--- config.mk ---
export PLATFORM = sky130hd
export DESIGN_NAME = heart_hit_manager
export DESIGN_NICKNAME = d
export VERILOG_FILES = /design/src/rtl/heart_hit_manager.sv
export SDC_FILE = /design/constraint.sdc
export NUM_CORES = 1
export LEC_CHECK = 0
export CORE_MARGIN = 2
export CORE_UTILIZATION = 50
export CTS_CLUSTER_SIZE = 8
export DETAILED_ROUTE_END_ITERATION = 7
export PLACE_DENSITY = 0.89
export SYNTH_ARGS = -nofsm -noshare
export SYNTH_HDL_FRONTEND = slang
export SYNTH_SLANG_ARGS = --single-unit
--- constraint.sdc ---
create_clock -name Pclk -period 4.4 [get_ports Pclk]
set_input_delay 0.44 -clock Pclk [delete_from_list [all_inputs] [get_ports Pclk]]
set_output_delay 0.44 -clock Pclk [all_outputs]
set_load 0.01 [all_outputs]
--- src/rtl/heart_hit_manager.sv ---
// heart_hit_manager
//   Consumes the bullet sprite stage output, detects per-frame overlap of the
//   bullet with the player heart, applies damage, runs an invulnerability
//   window and flags game over.
//
// Ports:
//   Pclk           pixel clock, all logic on rising edge
//   rst            asynchronous active-high reset
//   xx, yy         current scan position
//   aactive        active-video strobe (aligned with xx/yy)
//   BulletSpriteOn bullet pixel, lags xx/yy by one cycle
//   HeartSpriteOn  heart pixel, lags xx/yy by one cycle
//   game_start     one-cycle restart pulse
//   isCollisionB1  high while invulnerable; bullet stage blanks the bullet
//   hp             current hit points
//   game_over      high once hit points are exhausted
//   heart_blink    heart visibility (toggles every 8 frames while invulnerable)
//   hit_count      registered-hit counter, saturating (HEART_HIT_COUNT_EN only)
//
// Optional feature macro: HEART_HIT_COUNT_EN adds the hit_count output.

module heart_hit_manager #(
   parameter int unsigned MAX_HP        = 20,
   parameter int unsigned DAMAGE        = 4,
   parameter int unsigned INVULN_FRAMES = 60
) (
   input  logic       Pclk,
   input  logic       rst,
   input  logic [9:0] xx,
   input  logic [9:0] yy,
   input  logic       aactive,
   input  logic       BulletSpriteOn,
   input  logic       HeartSpriteOn,
   input  logic       game_start,
`ifdef HEART_HIT_COUNT_EN
   output logic [7:0] hit_count,
`endif
   output logic       isCollisionB1,
   output logic [6:0] hp,
   output logic       game_over,
   output logic       heart_blink
);

   localparam logic [1:0] StAlive  = 2'd0;
   localparam logic [1:0] StInvuln = 2'd1;
   localparam logic [1:0] StDead   = 2'd2;

   localparam logic [6:0] MaxHp      = 7'(MAX_HP);
   localparam logic [6:0] Damage     = 7'(DAMAGE);
   localparam logic [7:0] Damage8    = 8'(DAMAGE);
   localparam logic [7:0] InvulnLoad = 8'(INVULN_FRAMES - 1);

   logic [1:0] state_q, state_d;
   logic [6:0] hp_q, hp_d;
   logic [7:0] invuln_cnt_q, invuln_cnt_d;
   logic       hit_pending_q, hit_pending_d;
   logic       aactive_d_q, aactive_d_d;
   logic       eval_q, eval_d;
   logic       coll_q, coll_d;
   logic       game_over_q, game_over_d;
   logic       blink_q, blink_d;

   logic tick;
   logic ov;
   logic frame_hit;
   logic reg_hit;

   always_comb begin
      // Sprite-on inputs lag the scan position by a cycle, so aactive is
      // delayed to match before qualifying the overlap.
      tick      = (xx == 10'd639) && (yy == 10'd479);
      ov        = aactive_d_q & BulletSpriteOn & HeartSpriteOn;
      // The eval cycle carries the overlap of pixel (639,479) itself.
      frame_hit = hit_pending_q | ov;

      state_d       = state_q;
      hp_d          = hp_q;
      invuln_cnt_d  = invuln_cnt_q;
      hit_pending_d = hit_pending_q | ov;
      aactive_d_d   = aactive;
      eval_d        = tick;
      reg_hit       = 1'b0;

      if (eval_q) begin
         hit_pending_d = 1'b0;
         case (state_q)
            StAlive: begin
               if (frame_hit) begin
                  reg_hit = 1'b1;
                  // 8-bit compare so hp values near the top never wrap.
                  if ({1'b0, hp_q} > Damage8) begin
                     hp_d         = hp_q - Damage;
                     invuln_cnt_d = InvulnLoad;
                     state_d      = StInvuln;
                  end else begin
                     hp_d    = 7'd0;
                     state_d = StDead;
                  end
               end
            end
            StInvuln: begin
               if (invuln_cnt_q == 8'd0) begin
                  state_d = StAlive;
               end else begin
                  invuln_cnt_d = invuln_cnt_q - 8'd1;
               end
            end
            StDead: begin
               hp_d = 7'd0;
            end
            default: begin
               state_d = StAlive;
            end
         endcase
      end

      // Restart overrides any decision taken in the same cycle.
      if (game_start) begin
         hp_d          = MaxHp;
         invuln_cnt_d  = 8'd0;
         hit_pending_d = 1'b0;
         state_d       = StAlive;
         reg_hit       = 1'b0;
      end

      coll_d      = (state_d == StInvuln);
      game_over_d = (state_d == StDead);
      blink_d     = (state_d == StInvuln) ? invuln_cnt_d[3] : 1'b1;
   end

   always_ff @(posedge Pclk or posedge rst) begin
      if (rst) begin
         state_q       <= StAlive;
         hp_q          <= MaxHp;
         invuln_cnt_q  <= 8'd0;
         hit_pending_q <= 1'b0;
         aactive_d_q   <= 1'b0;
         eval_q        <= 1'b0;
         coll_q        <= 1'b0;
         game_over_q   <= 1'b0;
         blink_q       <= 1'b1;
      end else begin
         state_q       <= state_d;
         hp_q          <= hp_d;
         invuln_cnt_q  <= invuln_cnt_d;
         hit_pending_q <= hit_pending_d;
         aactive_d_q   <= aactive_d_d;
         eval_q        <= eval_d;
         coll_q        <= coll_d;
         game_over_q   <= game_over_d;
         blink_q       <= blink_d;
      end
   end

`ifdef HEART_HIT_COUNT_EN
   logic [7:0] hit_count_q, hit_count_d;

   always_comb begin
      hit_count_d = hit_count_q;
      if (game_start) begin
         hit_count_d = 8'd0;
      end else if (reg_hit && (hit_count_q != 8'hff)) begin
         hit_count_d = hit_count_q + 8'd1;
      end
   end

   always_ff @(posedge Pclk or posedge rst) begin
      if (rst) begin
         hit_count_q <= 8'd0;
      end else begin
         hit_count_q <= hit_count_d;
      end
   end

   assign hit_count = hit_count_q;
`endif

   assign isCollisionB1 = coll_q;
   assign hp            = hp_q;
   assign game_over     = game_over_q;
   assign heart_blink   = blink_q;

endmodule
[Word level (Yosys, flattened, before mapping)]
Index checks and enable logic that the tools add are counted.
Storage, ports and cells
  bits in registers: 23
  output and inout bits: 10
Cells by class
  $lt $le $gt $ge: 1
  equality and inequality tests: 9
  bitwise gates (word level): 3
  add/sub/neg operators: 2
  muxes and demuxes: 20
  reduce and logical (&&, ||, !) cells: 8
Operators by type and width (number)
  8-bit two-way mux: 5
  7-bit two-way mux: 4
  8-bit one-hot mux with 2 select lines: 1
  7-bit one-hot mux with 2 select lines: 1
  10-bit == test, second input constant: 1
  10-bit by 9-bit == test with 1-bit output, second input constant: 1
  2-bit two-way mux: 5
  3-bit inequality test, second input constant: 3
  8-bit logical NOT: 1
  8-bit by 1-bit subtractor with 8-bit output, second input constant: 1
  7-bit by 3-bit > comparator with 1-bit output, second input constant: 1
  7-bit by 3-bit subtractor with 7-bit output, second input constant: 1
  2-bit one-hot mux with 3 select lines: 1
  3-bit nonzero test: 2
  5-bit AND reduction: 1
  2-bit by 1-bit == test with 1-bit output, second input constant: 2
  2-bit == test, second input constant: 2
  1-bit two-way mux: 3
  3-bit AND reduction: 1
  1-bit bitwise AND: 2
  2-bit logical NOT: 1
  2-bit nonzero test: 1
  1-bit logical AND: 1
  1-bit OR: 1

[Logic depth before layout (Yosys ltp)]
Gate-level depths: netlist of run 1.
  depth in word-level cells: 9
  depth in mapped cells: 6

[Least setup slack after synthesis of run 1]
Ideal clock, no wire load.
  kind: reg2reg
  start point: register hp_q[3], in the netlist hp[3]
  end point: register hp_q[4], in the netlist hp[4]
  slack: 2.683 ns
  arrival time: 1.606 ns
  setup time: 0.111 ns
  cell stages (with the launch flop): 6
  cell sequence: dfrtp_1 > inv_1 > ha_1 > o21bai_2 > a2111o_1 > o311ai_0
On the way
  cells in the longest elaborated chain, start to end: 6
Ends and longest elaborated chain
  start: declaration: line 54  | logic [6:0] hp_q, hp_d;
  start signal: assignment: line 134  | hp_q <= MaxHp;
  start signal: assignment: line 144  | hp_q <= hp_d;
  7-bit by 3-bit subtractor with 7-bit output or 7-bit by 3-bit > comparator with 1-bit output (tied branches): line 92, 91
  7-bit two-way mux *: line 91  | if ({1'b0, hp_q} > Damage8) begin
  7-bit two-way mux *: line 88  | if (frame_hit) begin
  7-bit one-hot mux with 2 select lines *: line 86  | case (state_q)
  7-bit two-way mux *: line 84  | if (eval_q) begin
  7-bit two-way mux *: line 118  | if (game_start) begin
Mark *: on every way between the ends. The rest lies on a longest branch, timed or not. The select of a mux whose other input is x is not followed.
A chain may end at the register's enable or synchronous reset.

[Worst setup path after layout of run 1]
  start point: input game_start
  end point: register invuln_cnt_q[4]
On the way
  cells in the longest elaborated chain, start to end: 2
Ends and longest elaborated chain
  start: declaration: line 34  | input logic game_start,
  3-bit inequality test (no line), or another cell as far along
  5-bit AND reduction (no line)
  end signal: assignment: line 145  | invuln_cnt_q <= invuln_cnt_d;
  end: declaration: line 55  | logic [7:0] invuln_cnt_q, invuln_cnt_d;
Parallel ways exist; a longest one is shown, timed or not.

==> metrics, run 1 <==
status=complete, no violations; placed inst area=1620 µm²; final hold violations=0; H-tree levels=1; Worst Setup End Kind=flop; clk_skew=0.00139 ns; Arr. time, crit path=2.18 ns; Syn Inst Count=approximately 130; Max-cap violations=0; area leader, netlist=dfrtp_1; RSZ-0062 raised after global routing=no; sequential area share after synthesis=41.4%; nets=between 150 and 200; 1st-pass router iterations=4; worst r2r src=hp[2]$_DFFE_PP1P_; CP top delay family=buffers and inverters; via density per instance=about 6; Final Cell Area=1650 µm²; Reg2Reg Depth=5; TNS Setup=0 ns; hold-fix buffers at CTS=0; synth top area cells=dfrtp_1 (35%), dfstp_2 (6.2%), ha_1 (3.9%), nor3_1 (3.1%), o21ai_0 (3.1%); DRC violations left=0; peak supply drop=about 0.14 mV; Clock Sinks=21; minimum clock period=1.96 ns; max incr delay on CP=0.62 ns; flops & latches, synth=21; P per Cell Area=197 nW/µm²; Finish-stage setup viols=0; die width=54.5 µm; GRT Overall Usage=22.6%; antenna violations before repair=0; share of Yosys cell area claimed by the top area cell type=35.3%; Hold Crit Endpoint=aactive_d_q$_DFF_PP0_; wire per inst=14.8 µm; Post-Synth Simple-Gate Area=about a quarter; Slowest-stage cell, CP=clkdlybuf4s50_1; ys async rst share=100%; post-layout util=67.2%; Routed Antenna Nets=0; clk buf depth=2; clock-pin slew on the worst setup and hold paths=0.11 ns; leak pwr=0.648 nW; Clk Latency, worst-skew pair=0.30 ns; fraction of layout cells with a size suffix above 1=about 11%; Initial Util=52.0%; post-synthesis mux area share=around 1.7%; Die Height=54.5 µm; Crit path required time=between 4 and 5 ns; Tightest Pin Transition=0.787 ns; Port-buffer cells=33; area grow syn2layout=29.1%; Mapped Area=1280 µm²; vias in the first global route=1,129; period utilization=44.5%; Detail Placement HPWL=2220 µm; Ports=36; FMAX=between 500 and 600 MHz; Setup crit start kind=primary input; area of the core=roughly 2500 µm²; XOR/XNOR share of the synthesized area=approximately 2.1%; Adder-Cell Fraction of Synth Area=under 10%; total gr overflow=0; Synth Area in Compound Gates=21.9%; crit path kind=in -> reg; largest family of logic cells by synthesized area=simple AND/OR/NAND/NOR gates; n_diodes=0; final slew viol count=0; Bufs and invs on worst path=1; Vias=about 1.1k; die area=slightly below 3000 µm²; crit-path cells=clkdlybuf4s50_1 > or4b_1 > a211o_1 > a21boi_0 > o21ai_0; largest net degree at the start of global routing=22; Yosys cell types=50; first-pass GRT wire length=4800 µm; Hold Path Cell Cnt=1; slew margin rel.=47.5%; Hold Path Class=in -> reg; final WL=between 2000 and 3000 µm; synth warn=0; 1st-iter DRT viols=46; Fillers=202; CTS tree=built; most frequent cell after synthesis=dfrtp_1; routability congestion estimate=0.839; critical register-to-register path endpoint=heart_blink$_DFF_PP1_; Post-CTS Resized=0; ys flop type=dfrtp_1; FF-to-FF setup slack=2.47 ns; most frequent cells after synthesis=dfrtp_1 (18), inv_1 (9), nor3_1 (8), o21ai_0 (8), nor2_1 (7); CP Max Fanout=14; hold_sp=aactive; mean post-synth cell area=around 10 µm²; TritonCTS Buffers=3; setup repair bufs after CTS=0; Post-synth EDFFs=0; WHS=0.558 ns; row count=18; Clock Tree Root=clkbuf_4
## stage by stage
stage	worst slack, ns	cells	power [mW]
2_1_floorplan	2.68	126	0.211
3_3_place_gp	2.17	185	0.235
3_5_place_dp	2.11	185	0.236
4_1_cts	2.43	189	0.327
5_1_grt	2.30	189	0.338
6_report	2.44	189	0.325
## worst max-delay path by stage
stage                 startpoint                     endpoint  slack (ns)  depth (start not counted)
3_5_place_dp       HeartSpriteOn        heart_blink$_DFF_PP1_        2.11                          5
6_report              game_start  invuln_cnt_q[4]$_DFFE_PP0P_        2.44                          5
4_1_cts            HeartSpriteOn        heart_blink$_DFF_PP1_        2.43                          5
3_3_place_gp          game_start        heart_blink$_DFF_PP1_        2.17                          5
5_1_grt            HeartSpriteOn        heart_blink$_DFF_PP1_        2.30                          5
2_1_floorplan  hp[3]$_DFFE_PP0P_            hp[4]$_DFFE_PP1P_        2.68                          5
## report_power, final
group          internal (mW)  switching, mW
clock network         0.0354         0.0578
registers              0.194       0.000512
logic                 0.0230         0.0141
## state kept, by name, indices dropped and copies added (netlist names)
signal / flops
isCollisionB1: 1
hp: 5
state_q: 2
invuln_cnt_q: 8
aactive_d_q: 1
heart_blink: 1
eval_q: 1
hit_pending_q: 1
game_over: 1
## cell type report
type | instances | area (µm²) | area share, %
Tap cell | 30 | 37.5 | 2.28
Multi-Input combinational cell | 92 | 692 | 42.0
Clock buffer | 4 | 26.3 | 1.59
Sequential cell | 21 | 529 | 32.1
Timing Repair Buffer | 33 | 330 | 20.0
Inverter | 9 | 33.8 | 2.05
## routing by layer
layer,vias up,global-route usage [%],routed length [µm],share of wire [%]
met5,-,0,0,0
met4,0,8.33,74,2.6
met3,9,3.83,133,4.8
met2,39,41.8,1480,53
met1,535,25.8,1100,39
li1,533,-,-,-
## worst register-to-register path, delay by kind of cell (launching register included)
family                     cells  cell delay (ns)
AOI/OAI and AO/OA              4             1.11
DFF                            1             0.59
adders and majority gates      1             0.15
## cell families (layout without fill, tap and decap cells)
logic type	count (synthesis)	count (layout)
AO/OA/AOI/OAI	36	36
XOR/XNOR	3	3
adder cells (fa/ha/maj)	4	4
buffers and inverters	13	46
flip-flops	21	21
multiplexers	2	2
other	1	2
AND/OR/NAND/NOR	45	45
## cells in the final DEF (no fill, tap or decap), types with 4 or more instances in the layout
cell and instances:
dfrtp_1 18, nor2_1 7, nand2_1 4, o21ai_0 8, ha_1 4, inv_1 9
clkdlybuf4s50_1 33, nand4b_1 4, nor3_1 8, a21oi_1 6
Note: power is estimated with default switching activity, not from simulation.
==> inputs of run 2 (changes only) <==
Settings changed: CORE_UTILIZATION 50 to 47, PLACE_DENSITY 0.89 to 0.85.
Clock period 4.4 ns to 1.9 ns, I/O delays scaled along.
==> metrics, run 2 (synthesis results as in run 1) <==
Clock Tree Root=clkbuf_4; worst r2r src=invuln_cnt_q[0]$_DFFE_PP0P_; Clk Latency, worst-skew pair=0.31 ns (about the same); Port-buffer cells=33 (unchanged); via density per instance=5.79 (-1.9%); total gr overflow=0 (unchanged); Initial Util=50.6% (-1.4 points); die area=3150 µm² (+5.9%); final slew viol count=0 (unchanged); die width=56.1 µm (+2.9%); DRC violations left=0 (unchanged); Worst Setup End Kind=flop; most frequent cells in the layout=clkdlybuf4s50_1 (33), dfrtp_1 (18), inv_1 (9), buf_4 (9); leak pwr=0.695 nW (+7.3%); setup repair bufs after CTS=0 (unchanged); FMAX=568 MHz; Finish-stage setup viols=0 (unchanged); row count=18 (unchanged); Reg2Reg Depth=6 (+1); Final Cell Area=1720 µm² (+4.2%); Fillers=210 (+4.0%); Max-cap violations=0 (unchanged); Vias=1,147 (+2.8%); Routed Antenna Nets=0 (unchanged); vias in the first global route=1,207 (+6.9%); critical register-to-register path endpoint=invuln_cnt_q[6]$_DFFE_PP0P_; placed insts=194 (+4.9%); 1st-iter DRT viols=34 (-26%); clk buf depth=2 (unchanged); Hold Path Class=in -> async; Clock Sinks=21 (unchanged); clk_skew=0.00369 ns (+0.00229 ns); TNS Setup=0 ns (unchanged); area of the multi-input gates=692 µm² (unchanged); routability congestion estimate=0.818 (-2.5%); Setup crit start kind=flop; FF-to-FF setup slack=0.14 ns (-2.33 ns); Die Height=56.1 µm (+2.9%); RSZ-0062 raised after global routing=no; area grow syn2layout=34.5%; first-pass GRT wire length=5060 µm (+5.5%); n_diodes=0 (unchanged); placed inst area=1690 µm² (+4.2%); peak supply drop=0.427 mV (+200%); largest net degree at the start of global routing=22 (unchanged); CTS tree=built; crit path kind=reg -> reg; GRT Overall Usage=19.9% (-2.7 points); Post-Layout Cell Count=198 (+4.8%); minimum clock period=1.76 ns; Ports=36 (unchanged); Tot Pwr=0.766 mW (+140%); Crit path required time=2.14 ns (-2.48 ns); nets=199 (+4.7%); final hold violations=0 (unchanged); register area=529 µm² (unchanged); period utilization=92.6%; hold-fix buffers at CTS=0 (unchanged); Post-CTS Resized=0 (unchanged); wire per inst=14.2 µm (-4.1%); WHS=0.193 ns (-0.365 ns); area of the core=2520 µm² (+2.8%); TritonCTS Buffers=3 (unchanged); status=complete, no violations; 1st-pass router iterations=4 (unchanged); commonest non-fill, non-tap cell in the layout=clkdlybuf4s50_1; antenna violations before repair=0 (unchanged); Detail Placement HPWL=2240 µm (+0.94%); final WL=2810 µm (+0.47%); CP Max Fanout=4 (-10); P per Cell Area=446 nW/µm² (+130%); Arr. time, crit path=2.00 ns (-0.18 ns); H-tree levels=1 (unchanged); clock-pin slew on the worst setup and hold paths=0.12 ns (about the same); max FFs per register=8 (unchanged); fraction of layout cells with a size suffix above 1=16.7% (+5.3 points); largest reg by FF count=invuln_cnt_q
-- run 2: cell count changes in the layout (fill, tap and decap cells not counted), sizes merged --
cell,delta
clkbuf,-1
clkinv,+1
buf,+9
-- run 2: where the power goes --
group	switching [mW]	total [mW]	leakage, nW	internal (mW)
Sequential	0.00128	0.451	0.280	0.449
Clock	0.142	0.221	0.0177	0.0787
Combinational	0.0350	0.0949	0.397	0.0599
-- run 2: worst max path at each step --
stage | start | endpoint | slack (ns) | cells after the start
after global placement | HeartSpriteOn | heart_blink$_DFF_PP1_ | 0.12 | 6
after CTS | invuln_cnt_q[0]$_DFFE_PP0P_ | invuln_cnt_q[6]$_DFFE_PP0P_ | 0.13 | 6
final | invuln_cnt_q[0]$_DFFE_PP0P_ | invuln_cnt_q[6]$_DFFE_PP0P_ | 0.14 | 6
after floorplan | hp[3]$_DFFE_PP0P_ | hp[4]$_DFFE_PP1P_ | 0.18 | 5
after detailed placement | HeartSpriteOn | hp[4]$_DFFE_PP1P_ | 0.11 | 4
after global routing | invuln_cnt_q[1]$_DFFE_PP0P_ | invuln_cnt_q[6]$_DFFE_PP0P_ | 0.003 | 6
-- run 2: final cells by class --
cell class | instances | share of cell area (%)
multi-input combinational | 92 | 40.3
sequential | 21 | 30.8
timing repair buffer | 42 | 23.2
tap | 30 | 2.18
inverter | 9 | 1.97
clock buffer | 3 | 1.31
clock inverter | 1 | 0.291
-- run 2: metal layers --
layer	up-vias	track usage (%)	part of all wire, %
met5	-	0	0
li1	549	-	-
met4	0	7.48	1.8
met3	7	4.19	5.5
met2	46	37.3	53
met1	545	21.7	40
-- run 2: critical path, cell delays in order, from the launching register on --
cell and delay (ns):
dfrtp_1 0.44, inv_1 0.11, ha_1 0.18, or3b_2 0.48
nor3_1 0.22, nand3b_1 0.11, a21oi_1 0.15
-- run 2: through the flow --
step	utilization (%)	setup WS (ns)
floorplan	-	0.183
global placement	67.0	0.116
detailed placement	67.0	0.105
CTS	68.1	0.127
global route	68.1	0.00333
finish	68.1	0.140
